$ cat src/rtl/spi_rx_pkg.sv
// Shared types and constants for the quad-capable SPI receive front end.
// Lane encodings, word widths, the FIFO payload record and FSM states.
package spi_rx_pkg;

    localparam logic [1:0] LANES_1 = 2'b00;
    localparam logic [1:0] LANES_2 = 2'b01;
    localparam logic [1:0] LANES_4 = 2'b10;

    localparam logic [5:0] W16 = 6'd16;
    localparam logic [5:0] W32 = 6'd32;

    typedef struct packed {
        logic [31:0] data;
        logic        first;
    } rx_word_t;

    typedef enum logic [1:0] {
        ST_WAIT_IDLE = 2'b00,
        ST_IDLE      = 2'b01,
        ST_SHIFT     = 2'b10
    } rx_state_t;

    // Bits delivered per sclk rise; the reserved encoding behaves as one lane.
    function automatic logic [5:0] lane_count(input logic [1:0] lanes);
        logic [5:0] n;
        case (lanes)
            LANES_1: n = 6'd1;
            LANES_2: n = 6'd2;
            LANES_4: n = 6'd4;
            default: n = 6'd1;
        endcase
        return n;
    endfunction

    function automatic logic [3:0] lane_mask(input logic [1:0] lanes);
        logic [3:0] m;
        case (lanes)
            LANES_1: m = 4'b0001;
            LANES_2: m = 4'b0011;
            LANES_4: m = 4'b1111;
            default: m = 4'b0001;
        endcase
        return m;
    endfunction

endpackage

$ cat src/rtl/spi_slave_rx_if.sv
// Valid/ready word stream from the SPI receiver to the command decoder.
interface spi_slave_rx_if;
    logic        m_valid;
    logic        m_ready;
    logic [31:0] m_data;
    logic        m_first;

    modport master (output m_valid, output m_data, output m_first, input m_ready);
    modport slave  (input m_valid, input m_data, input m_first, output m_ready);
endinterface

$ cat src/rtl/spi_rx_fifo.sv
// First-word fall-through word FIFO; a pop frees a slot for a same-cycle push
// even when full. Storage is reset so the head reads zero out of reset.
module spi_rx_fifo
    import spi_rx_pkg::*;
#(
    parameter int DEPTH = 4
) (
    input  logic     clk,
    input  logic     rst_n,
    input  logic     push,
    input  rx_word_t push_data,
    output logic     full,
    input  logic     pop,
    output rx_word_t pop_data,
    output logic     empty
);

    localparam int AW = $clog2(DEPTH);
    localparam logic [AW:0] PTR_ONE = {{AW{1'b0}}, 1'b1};

    rx_word_t      mem_q [DEPTH];
    logic [AW:0]   wr_ptr_q;
    logic [AW:0]   wr_ptr_d;
    logic [AW:0]   rd_ptr_q;
    logic [AW:0]   rd_ptr_d;
    logic          push_ok_s;
    logic          pop_ok_s;

    assign empty     = (wr_ptr_q == rd_ptr_q);
    assign full      = (wr_ptr_q[AW] != rd_ptr_q[AW]) &&
                       (wr_ptr_q[AW-1:0] == rd_ptr_q[AW-1:0]);
    assign pop_ok_s  = pop & ~empty;
    assign push_ok_s = push & (~full | pop_ok_s);
    assign pop_data  = mem_q[rd_ptr_q[AW-1:0]];

    // Pointer next-state.
    always_comb begin
        wr_ptr_d = wr_ptr_q;
        rd_ptr_d = rd_ptr_q;
        if (push_ok_s) begin
            wr_ptr_d = wr_ptr_q + PTR_ONE;
        end else begin
            wr_ptr_d = wr_ptr_q;
        end
        if (pop_ok_s) begin
            rd_ptr_d = rd_ptr_q + PTR_ONE;
        end else begin
            rd_ptr_d = rd_ptr_q;
        end
    end

    // Pointer registers.
    always_ff @(posedge clk or negedge rst_n) begin
        if (!rst_n) begin
            wr_ptr_q <= '0;
            rd_ptr_q <= '0;
        end else begin
            wr_ptr_q <= wr_ptr_d;
            rd_ptr_q <= rd_ptr_d;
        end
    end

    // Word storage.
    always_ff @(posedge clk or negedge rst_n) begin
        if (!rst_n) begin
            for (int i = 0; i < DEPTH; i++) begin
                mem_q[i] <= '0;
            end
        end else if (push_ok_s) begin
            mem_q[wr_ptr_q[AW-1:0]] <= push_data;
        end
    end

endmodule

$ cat src/rtl/spi_slave_rx.sv
// Receive-only 1/2/4-lane SPI slave: oversamples the pins, assembles 16/32-bit
// words LSB-first and hands them to the decoder through a small FIFO.
module spi_slave_rx
    import spi_rx_pkg::*;
#(
    parameter int SYNC_STAGES = 2,
    parameter int FIFO_DEPTH  = 4
) (
    input  logic                  clk,
    input  logic                  rst_n,
    input  logic                  sclk,
    input  logic                  cs_n,
    input  logic [3:0]            mosi,
    input  logic [1:0]            cfg_lanes,
    input  logic                  cfg_dword,
    spi_slave_rx_if.master        m_if,
    input  logic                  err_clr,
    output logic                  ovf_err,
    output logic                  frame_err,
    output logic                  busy
);

    logic [SYNC_STAGES-1:0] sclk_sync_q;
    logic [SYNC_STAGES-1:0] cs_sync_q;
    logic [3:0]             mosi_sync_q [SYNC_STAGES];
    logic                   sclk_dly_q;
    logic                   sclk_s;
    logic                   cs_n_s;
    logic [3:0]             mosi_s;
    logic                   rise_s;

    rx_state_t   state_q;
    rx_state_t   state_d;
    logic [1:0]  lanes_q;
    logic [1:0]  lanes_d;
    logic        dword_q;
    logic        dword_d;
    logic [31:0] shreg_q;
    logic [31:0] shreg_d;
    logic [5:0]  cnt_q;
    logic [5:0]  cnt_d;
    logic        first_q;
    logic        first_d;
    logic        frame_err_q;
    logic        frame_err_d;
    logic        ovf_err_q;
    logic        ovf_err_d;

    logic [5:0]  cnt_add_s;
    logic [5:0]  word_w_s;
    logic [31:0] shreg_sh_s;
    logic        push_s;
    rx_word_t    push_word_s;
    rx_word_t    head_s;
    logic        fifo_full_s;
    logic        fifo_empty_s;
    logic        drop_s;

    assign sclk_s = sclk_sync_q[SYNC_STAGES-1];
    assign cs_n_s = cs_sync_q[SYNC_STAGES-1];
    assign mosi_s = mosi_sync_q[SYNC_STAGES-1];
    assign rise_s = sclk_s & ~sclk_dly_q;

    // Pin synchronizers. cs_n resets to "selected" so that WAIT_IDLE only
    // leaves once a genuine deselect has propagated through the flops.
    always_ff @(posedge clk or negedge rst_n) begin
        if (!rst_n) begin
            sclk_sync_q <= '0;
            cs_sync_q   <= '0;
            sclk_dly_q  <= 1'b0;
            for (int i = 0; i < SYNC_STAGES; i++) begin
                mosi_sync_q[i] <= 4'd0;
            end
        end else begin
            sclk_sync_q    <= {sclk_sync_q[SYNC_STAGES-2:0], sclk};
            cs_sync_q      <= {cs_sync_q[SYNC_STAGES-2:0], cs_n};
            sclk_dly_q     <= sclk_s;
            mosi_sync_q[0] <= mosi;
            for (int i = 1; i < SYNC_STAGES; i++) begin
                mosi_sync_q[i] <= mosi_sync_q[i-1];
            end
        end
    end

    // FSM state register.
    always_ff @(posedge clk or negedge rst_n) begin
        if (!rst_n) begin
            state_q <= ST_WAIT_IDLE;
        end else begin
            state_q <= state_d;
        end
    end

    // FSM next-state logic.
    always_comb begin
        state_d = state_q;
        case (state_q)
            ST_WAIT_IDLE: begin
                if (cs_n_s) state_d = ST_IDLE;
                else        state_d = ST_WAIT_IDLE;
            end
            ST_IDLE: begin
                if (!cs_n_s) state_d = ST_SHIFT;
                else         state_d = ST_IDLE;
            end
            ST_SHIFT: begin
                if (cs_n_s) state_d = ST_IDLE;
                else        state_d = ST_SHIFT;
            end
            default: state_d = ST_WAIT_IDLE;
        endcase
    end

    assign cnt_add_s  = cnt_q + lane_count(lanes_q);
    assign word_w_s   = dword_q ? W32 : W16;
    assign shreg_sh_s = shreg_q | ({28'd0, mosi_s & lane_mask(lanes_q)} << cnt_q[4:0]);

    // FSM output logic: word assembly, push and frame error.
    always_comb begin
        lanes_d     = lanes_q;
        dword_d     = dword_q;
        shreg_d     = shreg_q;
        cnt_d       = cnt_q;
        first_d     = first_q;
        frame_err_d = 1'b0;
        push_s      = 1'b0;
        push_word_s = '0;
        case (state_q)
            ST_IDLE: begin
                if (!cs_n_s) begin
                    lanes_d = cfg_lanes;
                    dword_d = cfg_dword;
                    shreg_d = 32'd0;
                    cnt_d   = 6'd0;
                    first_d = 1'b1;
                end else begin
                    first_d = first_q;
                end
            end
            ST_SHIFT: begin
                if (rise_s) begin
                    if (cnt_add_s == word_w_s) begin
                        push_s            = 1'b1;
                        push_word_s.data  = dword_q ? shreg_sh_s : {16'd0, shreg_sh_s[15:0]};
                        push_word_s.first = first_q;
                        shreg_d           = 32'd0;
                        cnt_d             = 6'd0;
                        first_d           = 1'b0;
                    end else begin
                        shreg_d = shreg_sh_s;
                        cnt_d   = cnt_add_s;
                    end
                end else begin
                    cnt_d = cnt_q;
                end
                // A word completing on the deselect cycle has already been pushed.
                if (cs_n_s) begin
                    frame_err_d = (cnt_d != 6'd0);
                    cnt_d       = 6'd0;
                    shreg_d     = 32'd0;
                end else begin
                    frame_err_d = 1'b0;
                end
            end
            default: begin
                cnt_d = cnt_q;
            end
        endcase
    end

    assign drop_s = push_s & fifo_full_s & ~m_if.m_ready;

    // Overflow flag: a new drop outranks a same-cycle clear.
    always_comb begin
        ovf_err_d = ovf_err_q;
        if (drop_s) begin
            ovf_err_d = 1'b1;
        end else if (err_clr) begin
            ovf_err_d = 1'b0;
        end else begin
            ovf_err_d = ovf_err_q;
        end
    end

    // Datapath and status registers.
    always_ff @(posedge clk or negedge rst_n) begin
        if (!rst_n) begin
            lanes_q     <= LANES_1;
            dword_q     <= 1'b0;
            shreg_q     <= 32'd0;
            cnt_q       <= 6'd0;
            first_q     <= 1'b0;
            frame_err_q <= 1'b0;
            ovf_err_q   <= 1'b0;
        end else begin
            lanes_q     <= lanes_d;
            dword_q     <= dword_d;
            shreg_q     <= shreg_d;
            cnt_q       <= cnt_d;
            first_q     <= first_d;
            frame_err_q <= frame_err_d;
            ovf_err_q   <= ovf_err_d;
        end
    end

    spi_rx_fifo #(
        .DEPTH(FIFO_DEPTH)
    ) u_fifo (
        .clk       (clk),
        .rst_n     (rst_n),
        .push      (push_s),
        .push_data (push_word_s),
        .full      (fifo_full_s),
        .pop       (m_if.m_ready),
        .pop_data  (head_s),
        .empty     (fifo_empty_s)
    );

    assign m_if.m_valid = ~fifo_empty_s;
    assign m_if.m_data  = head_s.data;
    assign m_if.m_first = head_s.first;
    assign ovf_err      = ovf_err_q;
    assign frame_err    = frame_err_q;
    assign busy         = (state_q == ST_SHIFT);

endmodule

$ cat src/flat_wrapper.sv
// flat-port wrapper written by rule: the top's interface ports become plain ports
module spi_slave_rx_flat import spi_rx_pkg::*;
#(
    parameter int SYNC_STAGES = 2,
    parameter int FIFO_DEPTH  = 4
)
  (clk, rst_n, sclk, cs_n, mosi, cfg_lanes, cfg_dword, err_clr, ovf_err, frame_err, busy, m_if_m_valid, m_if_m_data, m_if_m_first, m_if_m_ready);
  spi_slave_rx_if m_if_i ();
  input  logic clk;
  input  logic rst_n;
  input  logic sclk;
  input  logic cs_n;
  input  logic [3:0] mosi;
  input  logic [1:0] cfg_lanes;
  input  logic cfg_dword;
  input  logic err_clr;
  output logic ovf_err;
  output logic frame_err;
  output logic busy;
  output wire logic [$bits(m_if_i.m_valid)-1:0] m_if_m_valid;
  output wire logic [$bits(m_if_i.m_data)-1:0] m_if_m_data;
  output wire logic [$bits(m_if_i.m_first)-1:0] m_if_m_first;
  input wire logic [$bits(m_if_i.m_ready)-1:0] m_if_m_ready;
  assign m_if_m_valid = m_if_i.m_valid;
  assign m_if_m_data = m_if_i.m_data;
  assign m_if_m_first = m_if_i.m_first;
  assign m_if_i.m_ready = m_if_m_ready;
  spi_slave_rx #(.SYNC_STAGES(SYNC_STAGES), .FIFO_DEPTH(FIFO_DEPTH)) u_core (.clk(clk), .rst_n(rst_n), .sclk(sclk), .cs_n(cs_n), .mosi(mosi), .cfg_lanes(cfg_lanes), .cfg_dword(cfg_dword), .m_if(m_if_i), .err_clr(err_clr), .ovf_err(ovf_err), .frame_err(frame_err), .busy(busy));
endmodule
$ cat config.mk
export PLATFORM = sky130hd
export DESIGN_NAME = spi_slave_rx_flat
export DESIGN_NICKNAME = d
export VERILOG_FILES = /design/src/rtl/spi_rx_pkg.sv /design/src/rtl/spi_slave_rx_if.sv /design/src/rtl/spi_rx_fifo.sv /design/src/rtl/spi_slave_rx.sv /design/src/flat_wrapper.sv
export SDC_FILE = /design/constraint.sdc
export NUM_CORES = 1
export LEC_CHECK = 0
export CAP_MARGIN = 40
export CORE_UTILIZATION = 55
export DETAILED_ROUTE_END_ITERATION = 16
export GPL_TIMING_DRIVEN = 0
export MAX_ROUTING_LAYER = met4
export PLACE_DENSITY = 0.78
export SKIP_LAST_GASP = 1
export SYNTH_ARGS = -nofsm -noshare
export SYNTH_HDL_FRONTEND = slang
export SYNTH_SLANG_ARGS = --single-unit
$ cat constraint.sdc
create_clock -name clk -period 3.8 [get_ports clk]
set_input_delay 0.76 -clock clk [delete_from_list [all_inputs] [get_ports clk]]
set_output_delay 0.76 -clock clk [all_outputs]
set_load 0.02 [all_outputs]
==> flow_metrics.tcl <==
set metrics [dict create \
    antenna_found_initial 0 \
    regArea_um2 4930 \
    cts_tree "yes" \
    die-area_um2 16800 \
    r2r_slack_ps 250 \
    rsz0062_at_grt "false" \
    relSlewSlack 0.433 \
    synth_edf_count 0 \
    core_area_um2 15900 \
    hold_viol 0 \
    synthesis.nets 819 \
    clockBufferDepth 2 \
    grt_pass1_vias 6353 \
    detail_route.wirelength_um 20600 \
    first_iter_violations 558 \
    path_common_cell "clkbuf_1" \
    arrival_ps 2860 \
    final.min_clock_period_ps 3620 \
    rr_endpoint "u_core.u_fifo.mem_q[30]" \
    ys_types 59 \
    path_delay_family "buffers and inverters" \
    endpoint_kind "primary output" \
    drive_gt1_frac 0.127 \
    cp_cell_sequence "clkbuf_1 > clkbuf_1 > mux4_2 > clkdlybuf4s50_1" \
    status "finished clean" \
    slowest_stage "clkbuf_1" \
    yosysWarnings 0 \
    critPathBufInv 3 \
    fill_cells 1248 \
    start_util 0.563 \
    rows 46 \
    finalMaxSlewViolations 0 \
    track_usage 0.278 \
    worstMarginPinSlew_ps 844 \
    multiInputGateArea_um2 3730 \
    firstDrtPassIters 6 \
    synth_seq_cells 197 \
    grt_overflow_total 0 \
    synthCells 791 \
    clk_pin_slew_ps 70 \
    grt_max_degree 104 \
    worstHoldPathType "input port to async pin" \
    nNetsFinal 892 \
    vias_per_cell 5.83 \
    p_leak_uw 0.00454 \
    crit_cells 4 \
    setup_ws_ps 184 \
    die_y_um 129 \
    period_share 0.951 \
    cts-root-buf "clkbuf_16" \
    area_delta_synth_final_pct 15.7 \
    timing.fmax_mhz 277 \
    synth_area_um2 8940 \
    setup_violations 0 \
    grt_pass1_wl_um 33600 \
    num_vias 6375 \
    r2r_start "u_core.lanes_q[0]" \
    cts_buffers 17 \
    clk_latency_ps 440 \
    io_pins 50 \
    skew_ps 8.32 \
    cp-start-kind "register" \
    io_buffers 49 \
    antenna_cells 0 \
    fin_util 0.651 \
    cap_violations 0 \
    routabilityCongestion 0.859 \
    routedWlPerCell_um 18.9 \
    dp_hpwl_um 14100 \
    htreeDepth 4 \
    cpPeakStageDelay_ps 650 \
    crit_type "register to primary output" \
    ys_seq_area_frac 0.552 \
    cp.required_ps 3040 \
    die_w_um 129 \
    synthArstFlopShare 1.00 \
    ant_nets 0 \
    vdd.ir_drop.worst_v 0.000377 \
    power.density_nw_per_um2 510 \
    synthFlopType "dfrtp_1" \
    drc 0 \
    pre_cts_slack_ps 290 \
    syn-mean-instance-area_um2 11.3 \
    r2r_cells 13 \
    cp_max_fo 10 \
    cts_num_sinks 197 \
]
[Yosys cell counts (7+ instances only)]
cell type | count | area share
dfrtp_1 | 197 | 0.55
nand2_1 | 123 | 0.052
o21ai_1 | 87 | 0.049
a21oi_1 | 53 | 0.030
nor2_1 | 53 | 0.022
mux2_1 | 41 | 0.052
mux4_2 | 33 | 0.083
buf_2 | 25 | 0.014
ha_1 | 14 | 0.020
inv_1 | 14 | 0.0059
o21ai_0 | 14 | 0.0078
clkbuf_1 | 13 | 0.0055
o31ai_1 | 10 | 0.0084
nor2b_1 | 8 | 0.0056
nand2b_1 | 7 | 0.0049
xnor2_1 | 7 | 0.0069
[where the power goes]
group / internal, uW / switching (uW)
Sequential: 2170 / 53.6
Clock: 970 / 753
Combinational: 485 / 852
Total: 3620 / 1660
[worst max path at each step]
stage                                   start                      end  slack (ps)
floorplan                   u_core.lanes_q[0]  u_core.u_fifo.mem_q[26]         720
global placement                        rst_n  u_core.u_fifo.mem_q[74]       -6140
detailed placement          u_core.lanes_q[0]  u_core.u_fifo.mem_q[12]         290
CTS                 u_core.u_fifo.rd_ptr_q[0]          m_if_m_data[24]          40
global route                u_core.lanes_q[0]  u_core.u_fifo.mem_q[15]         100
finish              u_core.u_fifo.rd_ptr_q[1]          m_if_m_data[16]         180
[worst register-to-register path: cells and delay by family (launching register included)]
family	cells	cell delay (ps)
compound gates	3	560
xor+xnor	1	190
fa+ha+maj	3	970
buf+inv	4	610
flops	1	350
simple gates	2	720
[layout by cell type (no fill, tap or decap), types with 5 or more instances in the layout]
cell | synthesis | final
mux2_1 | 41 | 41
nand3_1 | 6 | 6
nand2_1 | 123 | 123
xnor2_1 | 7 | 7
clkbuf_1 | 13 | 15
nor3_1 | 6 | 6
nor2b_1 | 8 | 8
dfrtp_1 | 197 | 197
buf_2 | 25 | 27
nor2_1 | 53 | 53
ha_1 | 14 | 14
o31ai_1 | 10 | 10
nand2b_1 | 7 | 7
a31oi_1 | 6 | 6
clkbuf_16 | 0 | 17
mux4_2 | 33 | 33
o21ai_0 | 14 | 14
a21oi_1 | 53 | 53
and3_1 | 5 | 5
inv_1 | 14 | 14
clkdlybuf4s50_1 | 0 | 48
o21ai_1 | 87 | 87
[cell type report]
class | instances | area share
flip-flops and latches | 197 | 0.476
multi-input cells | 533 | 0.360
repair buffers | 54 | 0.0544
clock buffers | 24 | 0.0475
well taps | 216 | 0.0261
plain buffers | 47 | 0.0231
clock inverters | 8 | 0.00714
inverters | 14 | 0.00508
[sequential cells by signal (all words and copies together) (netlist names)]
signal and count:
u_core.mosi_s 4, u_core.state_q 2, u_core.first_q 1, u_core.ovf_err 1
u_core.shreg_q 32, u_core.u_fifo.wr_ptr_q 3, u_core.frame_err 1, u_core.mosi_sync_q 4
u_core.sclk_sync_q 2, u_core.cs_sync_q 2, u_core.cnt_q 6, u_core.u_fifo.rd_ptr_q 3
u_core.lanes_q 2, u_core.dword_q 1, u_core.sclk_dly_q 1, u_core.u_fifo.mem_q 132
[kinds of logic after synthesis]
kind of cell | count (synthesis) | synth area share
AND/OR/NAND/NOR | 223 | 0.108
AO/OA/AOI/OAI | 205 | 0.136
flip-flops | 197 | 0.552
multiplexers | 80 | 0.142
buffers and inverters | 61 | 0.0316
adder cells (fa/ha/maj) | 15 | 0.0218
XOR/XNOR | 10 | 0.00980
[through the flow]
stage	instance area (um2)	hold WS, ps	cells	total power [uW]	setup TNS (ps)
finish	10300	343	1093	5280	0
global placement	9700	331	1056	3520	-1206130
global route	10300	356	1093	5520	0
detailed placement	9770	336	1061	3580	0
floorplan	8940	331	791	3160	0
CTS	10300	351	1093	5300	0
[timing repair]
action,CTS,global route
endpoints found under the hold margin,0,0
endpoints found under the setup margin,9,16
buffers inserted,0,0
resized for setup,2,2
hold buffers,0,0
[routing by layer]
| metal | vias up | global-route usage | share of wire |
|---|---|---|---|
| met5 | - | - | 0 |
| li1 | 2957 | - | - |
| met4 | 0 | 0.0971 | 0.021 |
| met1 | 3201 | 0.361 | 0.44 |
| met3 | 37 | 0.0557 | 0.050 |
| met2 | 180 | 0.440 | 0.49 |
(Power assumes the default switching activity.)
